==> src/rtl/ahb_word_copier.sv <==
// AHB-Lite bus master that copies len_words 32-bit words from src_addr to dst_addr
// using one SINGLE read followed by one SINGLE write per word.
module ahb_word_copier #(
    parameter int unsigned LEN_W = 16
) (
    input  logic             HCLK,
    input  logic             HRESET,
    input  logic             start,
    input  logic [31:0]      src_addr,
    input  logic [31:0]      dst_addr,
    input  logic [LEN_W-1:0] len_words,
    output logic             busy,
    output logic             done,
    output logic             error,
    output logic [31:0]      HADDR,
    output logic [1:0]       HTRANS,
    output logic             HWRITE,
    output logic [2:0]       HSIZE,
    output logic [2:0]       HBURST,
    output logic [3:0]       HPROT,
    output logic [31:0]      HWDATA,
    input  logic [31:0]      HRDATA,
    input  logic             HREADY,
    input  logic             HRESP
);

    typedef enum logic [2:0] {
        S_IDLE,
        S_RD_ADDR,
        S_RD_DATA,
        S_WR_ADDR,
        S_WR_DATA,
        S_DONE
    } state_t;

    localparam logic [1:0] TRANS_IDLE   = 2'b00;
    localparam logic [1:0] TRANS_NONSEQ = 2'b10;

    state_t           state_q, state_d;
    logic [31:0]      src_ptr_q, src_ptr_d;
    logic [31:0]      dst_ptr_q, dst_ptr_d;
    logic [LEN_W-1:0] cnt_q, cnt_d;
    logic [31:0]      data_q, data_d;
    logic             error_q, error_d;
    logic [1:0]       htrans_q, htrans_d;
    logic [31:0]      haddr_q, haddr_d;
    logic             hwrite_q, hwrite_d;
    logic             busy_q, busy_d;
    logic             done_q, done_d;

    always_comb begin
        state_d   = state_q;
        src_ptr_d = src_ptr_q;
        dst_ptr_d = dst_ptr_q;
        cnt_d     = cnt_q;
        data_d    = data_q;
        error_d   = error_q;

        case (state_q)
            S_IDLE: begin
                if (start) begin
                    error_d = 1'b0;
                    if (len_words != '0) begin
                        src_ptr_d = {src_addr[31:2], 2'b00};
                        dst_ptr_d = {dst_addr[31:2], 2'b00};
                        cnt_d     = len_words;
                        state_d   = S_RD_ADDR;
                    end else begin
                        state_d = S_DONE;
                    end
                end
            end
            S_RD_ADDR: begin
                if (HREADY) state_d = S_RD_DATA;
            end
            S_RD_DATA: begin
                if (HREADY) begin
                    if (HRESP) begin
                        error_d = 1'b1;
                        state_d = S_DONE;
                    end else begin
                        data_d  = HRDATA;
                        state_d = S_WR_ADDR;
                    end
                end
            end
            S_WR_ADDR: begin
                if (HREADY) state_d = S_WR_DATA;
            end
            S_WR_DATA: begin
                if (HREADY) begin
                    if (HRESP) begin
                        error_d = 1'b1;
                        state_d = S_DONE;
                    end else begin
                        src_ptr_d = src_ptr_q + 32'd4;
                        dst_ptr_d = dst_ptr_q + 32'd4;
                        cnt_d     = cnt_q - LEN_W'(1);
                        state_d   = (cnt_q == LEN_W'(1)) ? S_DONE : S_RD_ADDR;
                    end
                end
            end
            S_DONE:  state_d = S_IDLE;
            default: state_d = S_IDLE;
        endcase

        // Bus outputs are decoded from the next state so they leave straight from flops.
        htrans_d = TRANS_IDLE;
        haddr_d  = '0;
        hwrite_d = 1'b0;
        if (state_d == S_RD_ADDR) begin
            htrans_d = TRANS_NONSEQ;
            haddr_d  = src_ptr_d;
        end else if (state_d == S_WR_ADDR) begin
            htrans_d = TRANS_NONSEQ;
            haddr_d  = dst_ptr_d;
            hwrite_d = 1'b1;
        end
        busy_d = (state_d != S_IDLE);
        done_d = (state_d == S_DONE);
    end

    always_ff @(posedge HCLK) begin
        if (HRESET) begin
            state_q   <= S_IDLE;
            src_ptr_q <= '0;
            dst_ptr_q <= '0;
            cnt_q     <= '0;
            data_q    <= '0;
            error_q   <= 1'b0;
            htrans_q  <= TRANS_IDLE;
            haddr_q   <= '0;
            hwrite_q  <= 1'b0;
            busy_q    <= 1'b0;
            done_q    <= 1'b0;
        end else begin
            state_q   <= state_d;
            src_ptr_q <= src_ptr_d;
            dst_ptr_q <= dst_ptr_d;
            cnt_q     <= cnt_d;
            data_q    <= data_d;
            error_q   <= error_d;
            htrans_q  <= htrans_d;
            haddr_q   <= haddr_d;
            hwrite_q  <= hwrite_d;
            busy_q    <= busy_d;
            done_q    <= done_d;
        end
    end

    assign HTRANS = htrans_q;
    assign HADDR  = haddr_q;
    assign HWRITE = hwrite_q;
    assign HWDATA = data_q;
    assign HSIZE  = 3'b010;
    assign HBURST = 3'b000;
    assign HPROT  = 4'b0011;
    assign busy   = busy_q;
    assign done   = done_q;
    assign error  = error_q;

endmodule
==> config.mk <==
export PLATFORM = sky130hd
export DESIGN_NAME = ahb_word_copier
export DESIGN_NICKNAME = d
export VERILOG_FILES = /design/src/rtl/ahb_word_copier.sv
export SDC_FILE = /design/constraint.sdc
export NUM_CORES = 1
export LEC_CHECK = 0
export BUFFER_PORTS_ARGS = -buffer_cell sky130_fd_sc_hd__buf_2
export CORE_MARGIN = 8
export CORE_UTILIZATION = 53
export DETAILED_ROUTE_END_ITERATION = 7
export GPL_ROUTABILITY_DRIVEN = 0
export GPL_TIMING_DRIVEN = 0
export PLACE_DENSITY = 0.82
export REMOVE_ABC_BUFFERS = 1
export SKIP_CTS_REPAIR_TIMING = 1
export SYNTH_ARGS = -nofsm -noshare
export SYNTH_HDL_FRONTEND = slang
export SYNTH_SLANG_ARGS = --single-unit
export TNS_END_PERCENT = 100
==> constraint.sdc <==
create_clock -name HCLK -period 3.1 [get_ports HCLK]
set_input_delay 0.155 -clock HCLK [delete_from_list [all_inputs] [get_ports HCLK]]
set_output_delay 0.155 -clock HCLK [all_outputs]
set_load 0.05 [all_outputs]
[Word-level counts from Yosys, hierarchy flattened]
Index checks and enable logic that the tools add are counted.
Cells by class
  reductions and logical operators: 10
  bitwise gates (word level): 1
  equal/unequal tests: 14
  muxes and demuxes: 34
  $add $sub $neg: 3
Operators by type and width (count)
  two-way mux 32 bit: 10
  case mux 32 bit (2 select lines): 2
  adder 32 x 3 -> 32 bit, second input constant: 2
  two-way mux 16 bit: 4
  case mux 16 bit (2 select lines): 1
  two-way mux 3 bit: 9
  equality test 16 x 1 -> 1 bit, second input constant: 1
  nonzero test 16 bit: 1
  subtractor 16 x 1 -> 16 bit, second input constant: 1
  case mux 3 bit (5 select lines): 1
  equality test 3 x 2 -> 1 bit, second input constant: 3
  inequality test 2 bit, second input constant: 4
  equality test 3 x 1 -> 1 bit, second input constant: 2
  equality test 3 bit, second input constant: 2
  AND reduction 5 bit: 1
  two-way mux 1 bit: 4
  two-way mux 2 bit: 2
  inequality test 2 x 1 -> 1 bit, second input constant: 2
  AND reduction 4 bit: 1
  nonzero test 2 bit: 2
  OR reduction 2 bit: 2
  logical NOT 3 bit: 1
  AND reduction 3 bit: 1
  nonzero test 3 bit: 1
  2 further kinds: 2
Word-level totals
  input bits: 117
  bits in registers: 153
  word-level logic and storage cells: 74
  output and inout bits: 80

[Longest topological paths before layout]
  depth after elaboration: 8
  gate-level depth with buffers: 10
  mapped depth without buffers: 9

[Worst setup path before layout]
Ideal clock, no wire load.
  path type: reg-to-reg
  start: reg src_ptr_q[7]
  end: reg haddr_q[30], in the netlist HADDR[30]
  clock period less this slack: 2.368 ns
  required time: 3.030 ns
  stages on the path, launching flop included: 8
  arrival time: 2.298 ns
  library setup time: 0.070 ns
  slack: 0.732 ns
  buffers on the path: 1
  cell sequence: dfxtp_1 clkbuf_1 nand4_1 nor4_2 nand2_1 mux2i_1 or4b_2 a21oi_1
Between the ends
  longest elaborated chain between the ends: 5
Ends and longest elaborated chain
  start: declaration: line 40  | logic [31:0] src_ptr_q, src_ptr_d;
  start signal: assignment: line 138  | src_ptr_q <= src_ptr_d;
  adder 32 x 3 -> 32 bit: line 96  | src_ptr_d = src_ptr_q + 32'd4;
  two-way mux 32 bit: line 92  | if (HRESP) begin
  two-way mux 32 bit: line 91  | if (HREADY) begin
  case mux 32 bit (2 select lines): line 59  | case (state_q)
  two-way mux 32 bit: line 111  | if (state_d == S_RD_ADDR) begin
  end signal: assignment: line 144  | haddr_q <= haddr_d;
  end: declaration: line 46  | logic [31:0] haddr_q, haddr_d;
Every way passes these cells.
A chain may end at the register's enable or synchronous reset.

[Worst setup path after layout]
  start: reg state_q[2]
  end: reg haddr_q[14], in the netlist HADDR[14]
Between the ends
  longest elaborated chain between the ends: 5
  elaborated cells on any way between the ends: 17
  classes of those cells: eq/ne (6); mux (10); reduce/logical (1)
Ends and longest elaborated chain
  start: declaration: line 39  | state_t state_q, state_d;
  start signal: assignment: line 137  | state_q <= state_d;
  equality test 3 bit, or another cell as far along: line 59
  case mux 3 bit (5 select lines): line 59
  equality test 3 x 2 -> 1 bit: line 114  | end else if (state_d == S_WR_ADDR) begin
  two-way mux 32 bit: line 114
  two-way mux 32 bit (*): line 111
Every way passes the cells marked *; elsewhere a longest branch is shown, timed or not.

==> reports/metrics.yaml <==
synth:
  synth-seq-cells: 152
  yosysWarnings: 0
  syn_area_mm2: 0.00760
  synth_area_per_cell_um2: 7.82
  synthXorXnorAreaFrac_pct: 0.576
  yosysUniqueCellTypes: 79
  async_reset_ff_share_pct: 0
  synthAdderAreaFrac_pct: 0.659
  synth_area_leader_cell: "dfxtp_1"
  synth_top_family_by_area: "simple AND/OR/NAND/NOR gates"
  yosys.area_share.simple_pct: 27.1
  synth_edf_count: 0
  synth_mux_area_share_pct: 2.01
  syn_inst: 972
  ys_seq_area_share_pct: 40.0
  synth_area_leaders: "dfxtp_1 40%, nand2_1 7.3%, a21oi_1 5.9%"
  synth_top_area_share_pct: 40.0
  synth_compound_area_share_pct: 23.8
  synth_ff_type: "dfxtp_1"
detailed_routing:
  drt_wl_total_um: 25400
  ant_nets: 0
  drcViolationCount: 0
  first_pass_iters: 5
  initialDrtViolationCount: 889
  num_vias: 8205
  wl_per_cell_um: 18.9
  vias_per_cell: 6.10
clocking:
  h-tree-depth: 4
  clk_pin_slew_ns: 0.07
  cts_buffer_depth: 2
  cts_tree: "built"
  insertion_delay_ns: 0.43
  cts_inserted_buffers: 17
  cts.sinks: 152
  cts_root_buffer: "clkbuf_16"
final_layout:
  mostFrequentLayoutCells: "180 x buf_2, 151 x dfxtp_1, 148 x nand2_1"
  regArea_mm2: 0.00305
  nFillCells: 1156
  finalNetCount: 1270
  drive_gt1_share_pct: 22.6
  final_common_cell: "buf_2"
  final_area_mm2: 0.00959
  syn2layout_area_growth_pct: 26.2
  multi_input_area_mm2: 0.00423
  instances_no_fill: 1344
  final_util_pct: 68.8
floorplan:
  die_y_um: 136
  design.die.area_mm2: 0.0184
  core-area_mm2: 0.0139
  floorplan.io_pins: 197
  start_util_pct: 54.5
  num_rows: 43
  die_w_um: 136
timing:
  hold_violations: 5
  report.final.slew_viol_count: 0
  rsz0062_at_grt: "false"
  worst_slew_pin_slew_ns: 1.27
  hold_ws_ns: -0.0370
  fin_crit_ns: 3.00
  finClkSkew_ns: 0.0116
  fmax_mhz: 333
  setup_viol: 0
  period_share_pct: 96.9
  slew-limit-headroom_pct: 15.3
pwr:
  max-vdd-ir-drop_v: 0.000400
  p_int_mw: 3.64
  p_total_mw: 5.24
  powerDensity_mw_per_mm2: 546
  p_clk_share_pct: 39.4
  power.leakage_nw: 3.85
  seqPwrFrac_pct: 42.3
  sw_frac_of_total_pct: 30.4
  switching_power_mw: 1.59
  power_frac_comb_pct: 18.3
worst_setup_path:
  path_class: "reg2reg"
  crit_required_ns: 3.42
  r2r_setup_slack_ns: 0.1
  end_kind: "register"
  startpoint_type: "register"
  crit_fanout: 30
  worstPathArrival_ns: 3.33
  reg2reg_depth: 7
  reg2reg_to: "HADDR[14]"
  r2r-start: "state_q[2]"
min_path:
  whs_path_depth: 3
  hold_end: "HWDATA[8]"
  hp-class: "in2reg"
  min_from: "HRDATA[8]"
flow_run:
  max_cap_viol_count: 0
placed_design:
  dp.final_hpwl_um: 17200
  placed_area_mm2: 0.00856
  port_buffers: 181
  dp.cells: 1269
run_status:
  failed_checks: "hold timing"
  status: "complete, but fails checks"
global_routing:
  grt_antenna_before_repair: 2
  grt_pass1_vias: 7680
  grt_pass1_wl_um: 38200
  grt-ovfl-total: 0
  track_usage_pct: 26.0
  grt_start_max_net_pins: 86
metal layers:
metal	GRT usage, %	vias to the layer above	part of all wire [%]
met5	0	-	0
li1	-	3903	-
met4	12.4	0	3.4
met1	32.3	3798	40
met2	41.5	436	47
met3	6.19	68	9.5
power by group through the flow:
stage	Clock, mW	Combinational (mW)	Sequential (mW)
after floorplan	0	0.448	2.36
after global placement	0	0.858	2.24
after detailed placement	0	0.894	2.25
after CTS	2.08	0.902	2.21
after global routing	2.17	1.02	2.23
final	2.07	0.959	2.21
cell families after synthesis:
| kind of cell | after synthesis |
|---|---|
| simple gates | 424 |
| compound gates | 277 |
| flops | 152 |
| buf+inv | 93 |
| mux | 15 |
| xor+xnor | 5 |
| fa+ha+maj | 4 |
| other cells | 2 |
synth_stat cells, drive strengths merged (3+ instances only):
cell type,instances
a211oi,19
clkbuf,55
a22oi,9
nand4,22
o211ai,8
nand4b,3
nand2b,7
dfxtp,152
buf,28
a21o,5
xnor2,4
nor2,105
nor4,19
o31ai,8
and3,13
a21oi,90
a221oi,10
and2,5
or3,17
a211o,4
a21boi,3
o211a,3
a31oi,10
o31a,3
and4,11
o21ai,46
ha,4
or2,7
nor3,19
or4,5
o221ai,12
mux2i,13
nand3,33
inv,9
nand2,150
o22ai,20
metrics by stage:
stage / worst slack, ns / hold slack [ns] / setup TNS [ns]
after floorplan: -1.41 / 0.224 / -82.62
after global placement: -4.46 / 0.394 / -393.71
after detailed placement: -1.38 / 0.401 / -105.46
after CTS: -1.41 / -0.0519 / -108.49
after global routing: 0.00727 / 0.00123 / 0
final: 0.0966 / -0.0370 / 0
worst max path at each step:
stage | from | endpoint | cells after the start
after floorplan | state_q[2] | HADDR[25] | 5
after global placement | state_q[2] | HADDR[9] | 4
after detailed placement | state_q[2] | HADDR[14] | 7
after CTS | state_q[2] | HADDR[14] | 7
after global routing | state_q[0] | HADDR[2] | 7
final | state_q[2] | HADDR[14] | 7
critical path, cell delays in order, from the launching register on:
cell	delay (ns)
dfxtp_4	0.61
or3b_2	0.72
o21ai_2	0.14
a21oi_2	0.10
or4_4	0.68
inv_4	0.13
nand2_4	0.18
o21ai_0	0.32
area by class of cell:
type                    count  share of cell area [%]
diodes                      2                  0.0522
clock buffers              21                    4.80
clock inverters            11                    1.28
inverters                  10                   0.457
multi-input cells         736                    44.1
flip-flops and latches    152                    31.8
well taps                 180                    2.35
repair buffers            232                    15.2
sequential cells by signal, indices dropped and copies added (netlist names):
signal,count
HWDATA,32
busy,1
src_ptr_q,32
HWRITE,1
state_q,3
HADDR,32
dst_ptr_q,32
done,1
HTRANS,1
cnt_q,16
error,1
Note: power is estimated with default switching activity, not from simulation.
